==> config.mk <==
export PLATFORM = sky130hd
export DESIGN_NAME = timer_alarm
export DESIGN_NICKNAME = d
export VERILOG_FILES = /design/src/rtl/timer_alarm.sv
export SDC_FILE = /design/constraint.sdc
export NUM_CORES = 1
export LEC_CHECK = 0
export ABC_AREA = 0
export CAP_MARGIN = 10
export CORE_MARGIN = 2
export CORE_UTILIZATION = 49
export CTS_CLUSTER_SIZE = 12
export DETAILED_ROUTE_END_ITERATION = 6
export GPL_ROUTABILITY_DRIVEN = 0
export PLACE_DENSITY = 0.9
export SETUP_SLACK_MARGIN = 0.4
export SYNTH_ARGS = -nofsm -noshare
export SYNTH_HDL_FRONTEND = slang
export SYNTH_SLANG_ARGS = --single-unit
==> constraint.sdc <==
create_clock -name clk -period 4.2 [get_ports clk]
set_clock_uncertainty 0.1 [all_clocks]
set_input_delay 0.84 -clock clk [delete_from_list [all_inputs] [get_ports clk]]
set_output_delay 0.84 -clock clk [all_outputs]
set_load 0.05 [all_outputs]
==> src/rtl/timer_alarm.sv <==
`default_nettype none
// ============================================================================
// Module   : timer_alarm
// Brief    : Compare/alarm stage for the 64-bit timer. It raises a sticky irq
//            at the target, with optional periodic re-arm and a saturating
//            overrun counter.
// Revision : 1.0 - initial release
// ============================================================================
module timer_alarm #(
    parameter int DATA_W = 32,
    parameter int MISS_W = 8
) (
    input  logic                  clk,
    input  logic                  rst,
    input  logic [2*DATA_W-1:0]   count_i,
    input  logic [2*DATA_W-1:0]   cmp_i,
    input  logic [2*DATA_W-1:0]   period_i,
    input  logic                  arm_i,
    input  logic                  disarm_i,
    input  logic                  ack_i,
    output logic                  irq_o,
    output logic                  armed_o,
    output logic [2*DATA_W-1:0]   target_o,
    output logic [MISS_W-1:0]     missed_o
);

    localparam int                C_CNT_W    = 2 * DATA_W;
    localparam logic [MISS_W-1:0] C_MISS_MAX = {MISS_W{1'b1}};

    typedef enum logic [0:0] {
        S_IDLE  = 1'b0,
        S_ARMED = 1'b1
    } state_t;

    state_t               r_state;
    state_t               w_state_nxt;
    logic                 r_irq;
    logic                 w_irq_nxt;
    logic [C_CNT_W-1:0]   r_target;
    logic [C_CNT_W-1:0]   w_target_nxt;
    logic [MISS_W-1:0]    r_missed;
    logic [MISS_W-1:0]    w_missed_nxt;
    logic [C_CNT_W-1:0]   w_diff;
    logic                 w_hit;

    // Modular compare: a non-negative wrapped difference means the count is at
    // or past the target, so counter wrap and timer restarts need no special case.
    assign w_diff = count_i - r_target;
    assign w_hit  = (r_state == S_ARMED) && ($signed(w_diff) >= 0);

    always_ff @(posedge clk or posedge rst) begin
        if (rst) begin
            r_state  <= S_IDLE;
            r_irq    <= 1'b0;
            r_target <= '0;
            r_missed <= '0;
        end else begin
            r_state  <= w_state_nxt;
            r_irq    <= w_irq_nxt;
            r_target <= w_target_nxt;
            r_missed <= w_missed_nxt;
        end
    end

    always_comb begin
        w_state_nxt  = r_state;
        w_irq_nxt    = r_irq;
        w_target_nxt = r_target;
        w_missed_nxt = r_missed;

        if (ack_i) begin
            w_irq_nxt = 1'b0;
        end

        if (disarm_i) begin
            w_state_nxt = S_IDLE;
        end else if (arm_i) begin
            w_state_nxt  = S_ARMED;
            w_target_nxt = cmp_i;
            w_missed_nxt = '0;
        end else if (w_hit) begin
            w_irq_nxt = 1'b1;
            // An ack arriving with the hit consumes the old event, so no overrun.
            if (r_irq && !ack_i && (r_missed != C_MISS_MAX)) begin
                w_missed_nxt = r_missed + 1'b1;
            end
            if (period_i == '0) begin
                w_state_nxt = S_IDLE;
            end else begin
                w_target_nxt = r_target + period_i;
            end
        end
    end

    assign irq_o    = r_irq;
    assign armed_o  = (r_state == S_ARMED);
    assign target_o = r_target;
    assign missed_o = r_missed;

endmodule
`default_nettype wire

# [Yosys cells after proc, flatten, opt, wreduce, memory -nomap -nowiden]
# Index checks and enable logic that the tools add are counted.
# W data, S select, Z words.
[word_totals] word_cells=37 ram_bits=0 mem_count=0 reg_bits=74 in_bits=197 mem_bits_ro=0 out_inout_bits=74 latchBits=0
[classes] muxes=14 n_reduce_logical=12 n_mul=0 n_addsub=3 n_bitwise=1 shifts=0 div=0 eq_ne=2 magnitude_cmp=1
[op_table] op="$mux W64" n=3
[op_table] op="$add A64 B64 Y64" n=1
[op_table] op="$ge A64 B1 Y1 const B" n=1
[op_table] op="$logic_not A64 Y1" n=1
[op_table] op="$sub A64 B64 Y64" n=1
[op_table] op="$mux W8" n=3
[op_table] op="$add A8 B1 Y8 const B" n=1
[op_table] op="$mux W1" n=8
[op_table] op="$ne A8 B8 Y1 const B" n=1
[op_table] op="$reduce_and A3 Y1" n=2
[op_table] op="$reduce_bool A3 Y1" n=2
[op_table] op="$reduce_bool A2 Y1" n=2
[op_table] op="$logic_and A1 B1 Y1" n=3
[op_table] op="$ne A2 B2 Y1 const B" n=1
[op_table] op="$reduce_and A2 Y1" n=1
[op_table] op="$logic_not A1 Y1" n=1
[op_table] op="$not A1 Y1" n=1

# [Depth between registers and ports, before layout]
# Gate-level depths: netlist (run 1).
[depth] word_depth=6 mapped_depth=14

# [Least setup slack after synthesis (run 1)]
# OpenSTA, ideal clock, no wires.
[synth_path] path_kind="input -> register" from="in period_i[0]" to="reg r_target[50], in the netlist target_o[50]" arrival_time_ps=3408 setup_time_ps=66 slack_ps=626 cell_stages=14 cell_sequence="ha_1 > inv_1 > fa_1 > nand2b_1 > a21o_1 > a211o_1 > nand3_1 > a31oi_2 > o21ai_2 > a31oi_1 > o31a_1 > or3_1 > nand3b_1 > a31o_1"
[synth_between] elab_chain_len=4 elab_cells_between_ends=7 cone_classes="add/sub (1); eq/ne (1); mux (3); reduce/logical (2)"
[synth_lines] item="start: declaration" line="17" source="input logic [2*DATA_W-1:0] period_i,"
[synth_lines] item="$add A64 B64 Y64" line="90" source="w_target_nxt = r_target + period_i;"
[synth_lines] item="$mux W64" line="87" source="if (period_i == '0) begin"
[synth_lines] item="$mux W64" line="81" source="end else if (w_hit) begin"
[synth_lines] item="$mux W64" line="77" source="end else if (arm_i) begin"
[synth_lines] item="end signal: assignment" line="60" source="r_target <= w_target_nxt;"
[synth_lines] item="end: declaration" line="39" source="logic [C_CNT_W-1:0] r_target;"
# Several ways; a longest one is shown, not always the timed one. The select of a mux whose other input is x is not followed.
# A chain may end at the register's enable or synchronous reset.

# [Worst setup path after layout (run 1)]
[layout_path] from="in count_i[10]" to="reg r_target[9], in the netlist target_o[9]"
[layout_between] elab_chain_len=5
[layout_lines] item="start: declaration" line="15" source="input logic [2*DATA_W-1:0] count_i,"
[layout_lines] item="$sub A64 B64 Y64" line="48" source="assign w_diff = count_i - r_target;"
[layout_lines] item="$ge A64 B1 Y1" line="49" source="assign w_hit = (r_state == S_ARMED) && ($signed(w_diff) >= 0);"
[layout_lines] item="$logic_and A1 B1 Y1" line="49"
[layout_lines] item="$reduce_bool A2 Y1 (no source line)"
[layout_lines] item="$reduce_and A3 Y1 (no source line)"
# Every way passes these cells.

==> results of run 1 <==
==> flip-flops by register name, indices dropped and copies added (netlist names) <==
register	cells
armed_o	1
target_o	64
missed_o	8
irq_o	1
==> worst min-delay path by stage <==
stage	startpoint	endpoint	slack, ps	cells past startpoint
final	irq_o$_DFF_PP0_	irq_o$_DFF_PP0_	430	2
after global routing	irq_o$_DFF_PP0_	irq_o$_DFF_PP0_	500	2
after CTS	irq_o$_DFF_PP0_	irq_o$_DFF_PP0_	430	2
after detailed placement	irq_o$_DFF_PP0_	irq_o$_DFF_PP0_	420	2
after global placement	irq_o$_DFF_PP0_	irq_o$_DFF_PP0_	410	2
after floorplan	missed_o[1]$_DFFE_PP0P_	missed_o[1]$_DFFE_PP0P_	680	2
==> critical path, cell delays in order <==
cell,delay (ps)
clkdlybuf4s50_1,410
ha_1,330
a211oi_1,280
o21ai_1,130
or3b_4,250
o2111ai_2,110
a21oi_1,210
buf_4,160
o211ai_4,100
mux2i_2,200
or3_4,460
clkbuf_16,250
o21ai_0,230
==> layout make-up <==
type	count	area, um2
multi-input cells	969	7130
clock buffers	9	225
fillers	1202	4570
flip-flops and latches	74	1850
inverters	85	320
well taps	229	287
repair buffers	353	3460
clock inverters	7	58.8
==> metrics by stage <==
stage | instance area, um2 | std cells | util | hold WS [ps] | power [uW]
after floorplan | 8890 | 1176 | - | 681 | 5860
after global placement | 12200 | 1698 | 0.684 | 411 | 7830
after detailed placement | 12200 | 1698 | 0.684 | 417 | 8050
after CTS | 12700 | 1716 | 0.707 | 432 | 8970
after global routing | 13300 | 1726 | 0.744 | 504 | 10300
final | 13300 | 1726 | 0.744 | 431 | 9740
==> layer usage <==
layer,track usage,vias up,share of wire
li1,-,4894,-
met1,0.372,5154,0.38
met2,0.559,724,0.49
met3,0.0549,163,0.089
met4,0.128,0,0.044
met5,0,-,0
==> where the power goes <==
part | internal, uW | total [uW] | switching (uW)
sequential | 1020 | 1410 | 391
clock | 409 | 788 | 379
combinational | 3110 | 7540 | 4440
total | 4540 | 9740 | 5210
==> cell usage in the layout (no fill, tap or decap), drive strengths merged, types with 11 or more instances in the layout <==
master	count
inv	87
xnor2	29
nor2	71
nor3	16
o211ai	11
ha	127
nand3	20
buf	80
dfrtp	74
clkbuf	14
xor2	30
mux2i	16
nand2	142
a211oi	11
o21ai	138
o21bai	11
nand4	26
dlymetal6s2s	14
clkdlybuf4s50	254
a31oi	12
a21o	65
nand2b	15
a21oi	111
nor4	22
==> repair_timing <==
action | CTS | global route
hold buffers | 0 | 0
hold endpoints to repair | 0 | 0
setup endpoints to repair | 71 | 70
pin swaps | 14 | 40
resized for setup | 25 | 100
setup buffers | 2 | 4
gates cloned | 0 | 6
==> cell families after synthesis <==
logic type / count (synthesis) / synth area share
compound gates: 409 / 0.286
simple gates: 355 / 0.189
buf+inv: 134 / 0.0590
fa+ha+maj: 128 / 0.181
flops: 74 / 0.208
xor+xnor: 59 / 0.0581
mux: 17 / 0.0193
==> results.cfg, run 1 <==
[global_routing]
antenna_found_initial = 0
grt_pass1_vias = 10100
grt_usage = 0.313
grt_max_degree = 91
gr-total-overflow = 0
grt_pass1_wl_um = 49700

[routing]
vias_per_cell = 6.34
drc = 0
drt_wl_total_um = 35200
wire_per_inst_um = 20.4
drt-pass1-iter-count = 7
first_iter_violations = 1077
ant_nets = 0
via_count = 10900

[synthesis]
ys_ff_latch = 74
yosysWarnings = 0
yosys-top-cells-area = dfrtp_1 (21%), ha_1 (18%), o21ai_0 (7.6%)
post-synth-top-count-cell = nand2_1
syn_area_per_cell_um2 = 7.56
ys_seq_area_frac = 0.208
synthCells = 1176
synth_top_area_frac = 0.208
synthArstFlopShare = 1.00
synth.distinct_cells = 70
synth_ff_type = dfrtp_1
syn_area_um2 = 8890
synthTopCellsByCount = nand2_1 (142), o21ai_0 (135), ha_1 (127)
yosysTopAreaCell = dfrtp_1
synth_edf_count = 0
synth.net_count = 1501

[critical_path]
r2r-start = target_o[16]$_DFFE_PP0P_
start_kind = input port
crit_type = in2reg
required_ps = 4360
rr_worst_depth = 15
end_kind = flop
endpoint = target_o[9]$_DFFE_PP0P_
r2r-end = target_o[9]$_DFFE_PP0P_
crit_fanout = 31
r2r_slack_ps = 760
arrival_ps = 3970
crit_path_start = count_i[10]

[clocking]
clock-root-buffer = clkbuf_16
clock-sinks = 74
cts_buffers = 9
tritoncts = built
htree_levels = 3
clock_latency_ps = 360
cts_max_path_buffers = 2
path_clk_slew_ps = 70

[cells_and_area]
syn_to_final_growth_pct = 50.0
nets = 1817
antenna_cells = 0
drive_gt1_frac = 0.136

[sta]
setup_tns_ps = 0
hold_viol_final = 0
rsz0062_at_grt = yes
finalSetupViolations = 0
period_share = 0.907
worstMarginPinSlew_ps = 956
period_needed_ps = 3810
setup_ws_ps = 389
maxSlewHeadroom = 0.363
final_max_slew_viol_count = 0
fmax_ghz = 0.262

[outcome]
status = finished, final reports clean

[floorplan]
pin_count = 271
coreArea_um2 = 17900
chipHeight_um = 139
fp.dieW_um = 139
start_util = 0.496
rows = 49
dieArea_um2 = 19200

[place]
port_buffers = 270
dp_slack_ps = -175
dp_hpwl_um = 24700

[power]
power.leakage_uw = 0.00605
ir_drop_mv = 0.510
p_per_area_nw_per_um2 = 731

[worst_hold_path]
worstHoldPathType = reg2reg

[job]
drv_cap = 0
No activity file was read; power rests on OpenSTA's default activity.
==> inputs of run 2 (changes only) <==
--- a/config.mk
+++ b/config.mk
@@ -14,6 +14,7 @@
 export GPL_ROUTABILITY_DRIVEN = 0
 export PLACE_DENSITY = 0.9
 export SETUP_SLACK_MARGIN = 0.4
+export SLEW_MARGIN = 20
 export SYNTH_ARGS = -nofsm -noshare
 export SYNTH_HDL_FRONTEND = slang
 export SYNTH_SLANG_ARGS = --single-unit
==> results of run 2 <==
Same layout as run 1: the final DEF is identical, and so are final timing and power.
